## src/rtl/uart_pkg.sv

```systemverilog
// Shared UART definitions: receiver state encoding, frame defaults and the
// parity helper used by both the receiver and the transmitter.
package uart_pkg;

    localparam int UART_DATA_BITS  = 8;
    localparam int UART_OVERSAMPLE = 16;
    // Widest data word the parity helper accepts; narrower words are zero-extended,
    // which leaves the XOR reduction unchanged.
    localparam int UART_PAR_W      = 16;

    typedef enum logic [2:0] {
        ST_IDLE   = 3'd0,
        ST_START  = 3'd1,
        ST_DATA   = 3'd2,
        ST_PARITY = 3'd3,
        ST_STOP   = 3'd4
    } uart_state_e;

    // Parity bit the transmitter appends: mode 1 = even (^data), mode 0 = odd (~^data).
    function automatic logic uart_parity(input logic mode, input logic [UART_PAR_W-1:0] data);
        logic par;
        if (mode) begin
            par = ^data;
        end else begin
            par = ~^data;
        end
        return par;
    endfunction

endpackage

```

## src/rtl/uart_sync.sv

```systemverilog
// Two-flop synchronizer for the asynchronous serial line; resets to the idle level (1).
module uart_sync (
    input  logic clk,
    input  logic rst,
    input  logic i_async,
    output logic o_sync
);

    logic r_meta;
    logic r_sync;

    // Double-register the asynchronous input to settle metastability.
    always_ff @(posedge clk or negedge rst) begin
        if (!rst) begin
            r_meta <= 1'b1;
            r_sync <= 1'b1;
        end else begin
            r_meta <= i_async;
            r_sync <= r_meta;
        end
    end

    assign o_sync = r_sync;

endmodule

```

## src/rtl/uart_rx.sv

```systemverilog
// UART receiver: start / DATA_BITS data (LSB first) / parity / stop, oversampled
// by baud_tick_rx. Delivers one frame at a time with parity, framing and overrun flags.
module uart_rx
    import uart_pkg::*;
#(
    parameter int OVERSAMPLE = UART_OVERSAMPLE,
    parameter int DATA_BITS  = UART_DATA_BITS
) (
    input  logic                 clk,
    input  logic                 rst,
    input  logic                 rx_d_in,
    input  logic                 baud_tick_rx,
    input  logic                 p_sel,
    input  logic                 rx_read,
    output logic [DATA_BITS-1:0] rx_d_out,
    output logic                 rx_valid,
    output logic                 parity_err,
    output logic                 frame_err,
    output logic                 overrun_err
);

    localparam int TICK_W = $clog2(OVERSAMPLE);
    localparam int BIT_W  = $clog2(DATA_BITS + 1);

    // Tick index of the mid-bit sample in START, and of the full-bit sample elsewhere.
    localparam logic [TICK_W-1:0] TICK_HALF = TICK_W'(OVERSAMPLE / 2 - 1);
    localparam logic [TICK_W-1:0] TICK_LAST = TICK_W'(OVERSAMPLE - 1);
    localparam logic [TICK_W-1:0] TICK_ONE  = TICK_W'(1);
    localparam logic [BIT_W-1:0]  BIT_LAST  = BIT_W'(DATA_BITS - 1);
    localparam logic [BIT_W-1:0]  BIT_ONE   = BIT_W'(1);

    logic                  w_rx_sync;

    uart_state_e           r_state;
    uart_state_e           w_state_nxt;
    logic [TICK_W-1:0]     r_tick_cnt;
    logic [TICK_W-1:0]     w_tick_cnt_nxt;
    logic [BIT_W-1:0]      r_bit_cnt;
    logic [BIT_W-1:0]      w_bit_cnt_nxt;
    // Set when a stop bit was sampled low (break); blocks new starts until the line goes high.
    logic                  r_wait_high;
    logic                  w_wait_high_nxt;

    logic                  w_shift_en;
    logic                  w_par_en;
    logic                  w_frame_done;

    logic [DATA_BITS-1:0]  r_shift;
    logic                  r_par_bit;
    logic [UART_PAR_W-1:0] w_par_data;
    logic                  w_par_err;
    logic                  w_frm_err;

    logic [DATA_BITS-1:0]  r_rx_d_out;
    logic                  r_rx_valid;
    logic                  r_parity_err;
    logic                  r_frame_err;
    logic                  r_overrun_err;

    uart_sync u_sync (
        .clk     (clk),
        .rst     (rst),
        .i_async (rx_d_in),
        .o_sync  (w_rx_sync)
    );

    // FSM state, tick/bit counters and break-wait flag.
    always_ff @(posedge clk or negedge rst) begin
        if (!rst) begin
            r_state     <= ST_IDLE;
            r_tick_cnt  <= '0;
            r_bit_cnt   <= '0;
            r_wait_high <= 1'b0;
        end else begin
            r_state     <= w_state_nxt;
            r_tick_cnt  <= w_tick_cnt_nxt;
            r_bit_cnt   <= w_bit_cnt_nxt;
            r_wait_high <= w_wait_high_nxt;
        end
    end

    // Next-state, counter updates and per-bit sample strobes.
    always_comb begin
        w_state_nxt     = r_state;
        w_tick_cnt_nxt  = r_tick_cnt;
        w_bit_cnt_nxt   = r_bit_cnt;
        w_wait_high_nxt = r_wait_high;
        w_shift_en      = 1'b0;
        w_par_en        = 1'b0;
        w_frame_done    = 1'b0;
        case (r_state)
            ST_IDLE: begin
                w_tick_cnt_nxt = '0;
                w_bit_cnt_nxt  = '0;
                if (w_rx_sync) begin
                    w_wait_high_nxt = 1'b0;
                end else if (!r_wait_high) begin
                    w_state_nxt = ST_START;
                end else begin
                    w_state_nxt = ST_IDLE;
                end
            end
            ST_START: begin
                if (baud_tick_rx) begin
                    if (r_tick_cnt == TICK_HALF) begin
                        w_tick_cnt_nxt = '0;
                        // A high mid-bit sample means the low level was a glitch.
                        if (w_rx_sync) begin
                            w_state_nxt = ST_IDLE;
                        end else begin
                            w_state_nxt = ST_DATA;
                        end
                    end else begin
                        w_tick_cnt_nxt = r_tick_cnt + TICK_ONE;
                    end
                end else begin
                    w_tick_cnt_nxt = r_tick_cnt;
                end
            end
            ST_DATA: begin
                if (baud_tick_rx) begin
                    if (r_tick_cnt == TICK_LAST) begin
                        w_tick_cnt_nxt = '0;
                        w_shift_en     = 1'b1;
                        if (r_bit_cnt == BIT_LAST) begin
                            w_bit_cnt_nxt = '0;
                            w_state_nxt   = ST_PARITY;
                        end else begin
                            w_bit_cnt_nxt = r_bit_cnt + BIT_ONE;
                        end
                    end else begin
                        w_tick_cnt_nxt = r_tick_cnt + TICK_ONE;
                    end
                end else begin
                    w_tick_cnt_nxt = r_tick_cnt;
                end
            end
            ST_PARITY: begin
                if (baud_tick_rx) begin
                    if (r_tick_cnt == TICK_LAST) begin
                        w_tick_cnt_nxt = '0;
                        w_par_en       = 1'b1;
                        w_state_nxt    = ST_STOP;
                    end else begin
                        w_tick_cnt_nxt = r_tick_cnt + TICK_ONE;
                    end
                end else begin
                    w_tick_cnt_nxt = r_tick_cnt;
                end
            end
            ST_STOP: begin
                if (baud_tick_rx) begin
                    if (r_tick_cnt == TICK_LAST) begin
                        w_tick_cnt_nxt  = '0;
                        w_frame_done    = 1'b1;
                        w_state_nxt     = ST_IDLE;
                        w_wait_high_nxt = ~w_rx_sync;
                    end else begin
                        w_tick_cnt_nxt = r_tick_cnt + TICK_ONE;
                    end
                end else begin
                    w_tick_cnt_nxt = r_tick_cnt;
                end
            end
            default: begin
                w_state_nxt    = ST_IDLE;
                w_tick_cnt_nxt = '0;
                w_bit_cnt_nxt  = '0;
            end
        endcase
    end

    // Data shift register (LSB arrives first, enters at the top) and parity sample.
    always_ff @(posedge clk or negedge rst) begin
        if (!rst) begin
            r_shift   <= '0;
            r_par_bit <= 1'b0;
        end else begin
            if (w_shift_en) begin
                r_shift <= {w_rx_sync, r_shift[DATA_BITS-1:1]};
            end else begin
                r_shift <= r_shift;
            end
            if (w_par_en) begin
                r_par_bit <= w_rx_sync;
            end else begin
                r_par_bit <= r_par_bit;
            end
        end
    end

    // Error terms evaluated at the stop-bit sample.
    always_comb begin
        w_par_data                  = '0;
        w_par_data[DATA_BITS-1:0]   = r_shift;
        w_par_err                   = (r_par_bit != uart_parity(p_sel, w_par_data));
        w_frm_err                   = ~w_rx_sync;
    end

    // Output holding registers: load on completion, discard on overrun, clear on read.
    always_ff @(posedge clk or negedge rst) begin
        if (!rst) begin
            r_rx_d_out    <= '0;
            r_rx_valid    <= 1'b0;
            r_parity_err  <= 1'b0;
            r_frame_err   <= 1'b0;
            r_overrun_err <= 1'b0;
        end else if (w_frame_done) begin
            if (!r_rx_valid || rx_read) begin
                r_rx_d_out    <= r_shift;
                r_parity_err  <= w_par_err;
                r_frame_err   <= w_frm_err;
                r_rx_valid    <= 1'b1;
                r_overrun_err <= 1'b0;
            end else begin
                r_overrun_err <= 1'b1;
            end
        end else if (rx_read) begin
            r_rx_valid    <= 1'b0;
            r_overrun_err <= 1'b0;
        end else begin
            r_rx_valid    <= r_rx_valid;
            r_overrun_err <= r_overrun_err;
        end
    end

    assign rx_d_out    = r_rx_d_out;
    assign rx_valid    = r_rx_valid;
    assign parity_err  = r_parity_err;
    assign frame_err   = r_frame_err;
    assign overrun_err = r_overrun_err;

endmodule

```

## config.mk

```make
export PLATFORM = sky130hd
export DESIGN_NAME = uart_rx
export DESIGN_NICKNAME = d
export VERILOG_FILES = /design/src/rtl/uart_pkg.sv /design/src/rtl/uart_sync.sv /design/src/rtl/uart_rx.sv
export SDC_FILE = /design/constraint.sdc
export NUM_CORES = 1
export LEC_CHECK = 0
export CORE_MARGIN = 2
export CORE_UTILIZATION = 35
export DETAILED_ROUTE_END_ITERATION = 7
export GPL_ROUTABILITY_DRIVEN = 0
export GPL_TIMING_DRIVEN = 0
export MAX_ROUTING_LAYER = met4
export PLACE_DENSITY = 0.57
export SKIP_CTS_REPAIR_TIMING = 1
export SLEW_MARGIN = 20
export SYNTH_ARGS = -nofsm -noshare
export SYNTH_HDL_FRONTEND = slang
export SYNTH_SLANG_ARGS = --single-unit
export TNS_END_PERCENT = 1
```

## constraint.sdc

```tcl
create_clock -name clk -period 5.1 [get_ports clk]
set_input_delay 0.765 -clock clk [delete_from_list [all_inputs] [get_ports clk]]
set_output_delay 0.765 -clock clk [all_outputs]
set_load 0.01 [all_outputs]
```

# == After elaboration in Yosys (flattened, before gate mapping) ==
# Cells that the tools add are included.
# W data, S select, Z words.
# classes
bitwise_logic,2
n_eq_ne,21
n_reduce_logical,15
add_sub_neg,2
mux,37
# ops
op,count
$mux W3,10
$mux W4,7
$ne A2 B2 Y1 const B,10
$pmux W4 S2,2
$reduce_xnor A16 Y1,1
$reduce_xor A16 Y1,1
$mux W1,15
$pmux W3 S5,1
$reduce_and A10 Y1,1
$add A4 B1 Y4 const B,2
$eq A4 B3 Y1 const B,2
$eq A3 B2 Y1 const B,2
$ne A2 B1 Y1 const B,3
$reduce_and A2 Y1,3
$reduce_or A3 Y1,2
$eq A4 B4 Y1 const B,1
$reduce_and A4 Y1,1
$reduce_bool A2 Y1,2
$eq A3 B1 Y1 const B,1
$eq A3 B3 Y1 const B,1
$logic_not A3 Y1,1
$reduce_and A3 Y1,1
$mux W2,1
$not A1 Y1,2
4 further kinds,4
# totals
out_inout_bits,12
elab_cells,90
register_bits,35

# == Depth between registers and ports, before layout ==
# logic_depth
word_depth,6
ltp_mapped,6

# == Cells and area by module ==
# Synthesis repeated with hierarchy kept, for this count alone.
# unflattened
hier_cells,144
area_unflattened_um2,1682.9
# modules_own_cells
module,seq_area_each_um2,area_per_inst_um2,cells_each,instances
uart_rx,825.8,1630.3,142,1
uart_sync,52.6,52.6,2,1

# == Worst setup path before layout ==
# OpenSTA, ideal clock, no wires.
# synth_path
path_kind,input to register
from,input port baud_tick_rx
to,"register r_frame_err, in the netlist frame_err"
cell_stages,6
arrival_ns,1.882
setup_slack_ns,3.093
cell_sequence,buf_6 -> and4_1 -> buf_6 -> nand3_4 -> a21oi_4 -> mux2_2
# synth_via
elab_chain_len,3
# synth_rtl
element,line,text
start: declaration,uart_rx.sv:12,"input logic baud_tick_rx,"
$mux W1,--,
$mux W1,uart_rx.sv:91,case (r_state)
$reduce_and A2 Y1 (no line),--,
end signal: assignment,uart_rx.sv:212,r_frame_err <= w_frm_err;
end: declaration,uart_rx.sv:57,logic r_frame_err;
# No other way between the ends.
# A chain may end at the register's enable or synchronous reset.

# == Worst setup path in the final report ==
# layout_path
from,"register r_rx_valid, in the netlist rx_valid"
to,output port rx_valid
# layout_lines
element,line,text
start: declaration,uart_rx.sv:55,logic r_rx_valid;
start signal: assignment,uart_rx.sv:222,r_rx_valid <= r_rx_valid;
end: declaration,uart_rx.sv:16,"output logic rx_valid,"
# No word-level cell between the ends.

==> impl_summary.log <==
[metrics] status: finished, final reports clean
[metrics] largest cells by area after synthesis: sky130_fd_sc_hd__dfrtp_1 49%, sky130_fd_sc_hd__mux2_2 12%, sky130_fd_sc_hd__xnor2_1 3.6%
[metrics] time the final worst path needs with I/O delays and setup: around 2.0 ns
[metrics] destination of the worst register-to-register timing path: frame_err
[metrics] Crit Path Category: flip-flop to output pin
[metrics] I/O pin count: 18
[metrics] power density of the placed cells: around 330 mW/mm2
[metrics] count of final hold-check violations: 0
[metrics] slack of the worst reg-to-reg path: about 3.2 ns
[metrics] number of antenna violations at the first check in global routing: 0
[metrics] pins over their slew limit: 0
[metrics] clk_lat worst skew: approximately 0.28 ns
[metrics] NumNets Final: around 170
[metrics] top-area cell type share of the netlist area: between 40 and 50%
[metrics] Initial Utilization: approximately 36%
[metrics] Syn Area/Cell: about 12 um2
[metrics] Die Span Y: about 73 um
[metrics] element type at the critical path start: flip-flop
[metrics] Layout Skew: between 0.005 and 0.006 ns
[metrics] width of the die: 73.5 um
[metrics] Area Overhead vs Synth: 20.7%
[metrics] TritonCTS Buffers: 5
[metrics] Clk pin slew, worst setup/hold paths: around 0.070 ns
[metrics] clock tree from TritonCTS: yes
[metrics] proportion of synthesized chip area in sequential cells: 52.0%
[metrics] worst min-delay path class: flip-flop to flip-flop
[metrics] ratio of cells with drive above 1 in the final layout: between 20% and 30%
[metrics] clock tree buffer depth: 2
[metrics] reported leakage power: roughly 0.94 nW
[metrics] Max-cap violations: 0
[metrics] site row count: 25
[metrics] critical path arrival: ~1.2 ns
[metrics] detailed-route DRC error count: 0
[metrics] slew of the pin with the lowest slew margin: a little over 0.4 ns
[metrics] number of antenna repair diodes: 0
[metrics] area of the mapped netlist: ~0.0017 mm2
[metrics] first-pass GRT wire length: between 5000 and 6000 um
[metrics] Mapped Cells: approximately 140
[metrics] slowest cell on the critical path: sky130_fd_sc_hd__clkdlybuf4s50_1
[metrics] count of buffers from port buffering: 16
[metrics] vias in the first global route: ~1.1k
[metrics] overall power after layout: approximately 0.68 mW
[metrics] hold path startpoint: u_sync.r_meta
[metrics] clk sink count: 35
[metrics] synth warn: 0
[metrics] hold path depth: 0
[metrics] Crit path max-delay family: buffers and inverters
[metrics] predominant post-synthesis flop cell: sky130_fd_sc_hd__dfrtp_1
[metrics] worst slew slack as a fraction of its limit: around 73%
[metrics] drt initial violations: 65
[metrics] routed vias/inst: a little over 5
[metrics] GRT Resource Usage Total: a little over an eighth
[metrics] Highest Clock Rate: between 400 and 500 MHz
[metrics] cells on worst reg2reg path: 6
[metrics] Yosys reg bits: 35
[metrics] maximum number of pins on one net before global-route repair: 24
[metrics] count of distinct cell types in the synthesized netlist: 39
[metrics] leading cell type by number of instances after synthesis: sky130_fd_sc_hd__dfrtp_1
[metrics] total congestion overflow after global routing: 0
[metrics] Post-DRT Antenna Nets: 0
[metrics] share of the clock period used by the worst path after layout: 39.4%
[metrics] logic depth of the worst setup path including buffers: 1
[metrics] Net Count, Synth: 145
[metrics] overall die area: about 0.0054 mm2
[metrics] RSZ-0062 raised after global routing: no
[metrics] top cells by instance count after synthesis: 33 x sky130_fd_sc_hd__dfrtp_1, 18 x sky130_fd_sc_hd__mux2_2, 9 x sky130_fd_sc_hd__nor2_1
[metrics] Post-synth EDFFs: 0
[metrics] WL final: about 3100 um
[metrics] buffers plus inverters on the worst setup path: 1
[metrics] Floorplan Core Area: 0.00469 mm2
[metrics] peak ir drop on the vdd network: 0.188 mV
[metrics] estimated wirelength of the detail-placed design: roughly 2300 um
[metrics] crit path capture type: output pin
[metrics] clock root buffer: sky130_fd_sc_hd__clkbuf_8
[metrics] First-pass DRT Iterations: 4
[metrics] Worst Hold Endpoint: u_sync.o_sync
[metrics] via count: roughly 1.1k
[metrics] delay contributed by the slowest stage of the critical path: approximately 0.55 ns
[metrics] required time of the worst setup path: 4.34 ns
[metrics] drt wl/cell: ~15 um
[metrics] setup-violating endpoint count in the final report: 0
[metrics] post-synthesis async set-or-reset flop share: 100%
[metrics] cell-by-cell trace of the critical path: clkdlybuf4s50_1
[metrics] largest fanout on the critical path: 3
[metrics] startpoint of the lowest-slack register-to-register path: r_tick_cnt[0]
[metrics] CTS H-tree lvls: 2
[metrics] setup total negative slack: 0 ns
[metrics] Post-Route Utilization: between 40 and 50%
[metrics] Yosys top cell by area: sky130_fd_sc_hd__dfrtp_1
-- cells by family after synthesis --
kind of cell	Yosys count	synth area share (%)
flip-flops	35	52.0
AND/OR/NAND/NOR	29	10.5
AO/OA/AOI/OAI	27	11.6
multiplexers	19	12.6
buffers and inverters	13	4.74
XOR/XNOR	12	7.11
adder cells (fa/ha/maj)	2	1.48
-- layout make-up --
cell class	count	area [um2]
fill	439	2650
sequential	35	878
multi-input combinational	89	732
timing repair buffer	17	183
clock buffer	8	100
tap	54	67.6
buffer	6	53.8
inverter	7	26.3
-- flip-flops by register name, indices dropped and copies added, names as in the netlist --
register       cells
u_sync.o_sync      1
r_bit_cnt          4
rx_valid           1
overrun_err        1
u_sync.r_meta      1
parity_err         1
frame_err          1
r_wait_high        1
r_shift            8
r_state            3
r_tick_cnt         4
r_par_bit          1
rx_d_out           8
-- stage by stage --
step | worst slack, ns | area (um2) | hold WS (ns) | cells
2_1_floorplan | 3.09 | 1690 | 0.345 | 137
3_3_place_gp | 2.53 | 1920 | 0.347 | 207
3_5_place_dp | 2.82 | 1940 | 0.349 | 208
4_1_cts | 3.07 | 2040 | 0.359 | 216
5_1_grt | 3.04 | 2040 | 0.360 | 216
6_report | 3.09 | 2040 | 0.358 | 216
-- where the power goes --
group / switching, mW / internal, mW / total, mW
clock network: 0.0956 / 0.123 / 0.219
logic: 0.0741 / 0.0598 / 0.134
registers: 0.0225 / 0.300 / 0.323
-- worst max path at each step --
stage                 startpoint       endpoint  slack, ns
floorplan           baud_tick_rx      frame_err       3.09
global placement             rst  r_tick_cnt[0]       2.53
detailed placement         p_sel     parity_err       2.82
CTS                     rx_valid       rx_valid       3.07
global route            rx_valid       rx_valid       3.04
finish                  rx_valid       rx_valid       3.09
-- placed cells by master (no fill, tap or decap), drive strengths merged, types with 5 or more instances in the layout --
master	Yosys	layout
nand2	6	6
nor2	9	9
clkbuf	1	9
inv	7	7
clkdlybuf4s50	0	15
xnor2	7	7
o21ai	5	5
a21oi	5	5
dfrtp	33	33
buf	5	7
mux2	18	18
-- layer usage --
metal,global-route usage [%],part of all wire [%],vias to the layer above
met1,17.2,48,547
met5,-,0,-
li1,-,-,537
met3,3.98,2.5,7
met2,19.4,48,22
met4,5.86,2.0,0
(Power assumes the default switching activity.)
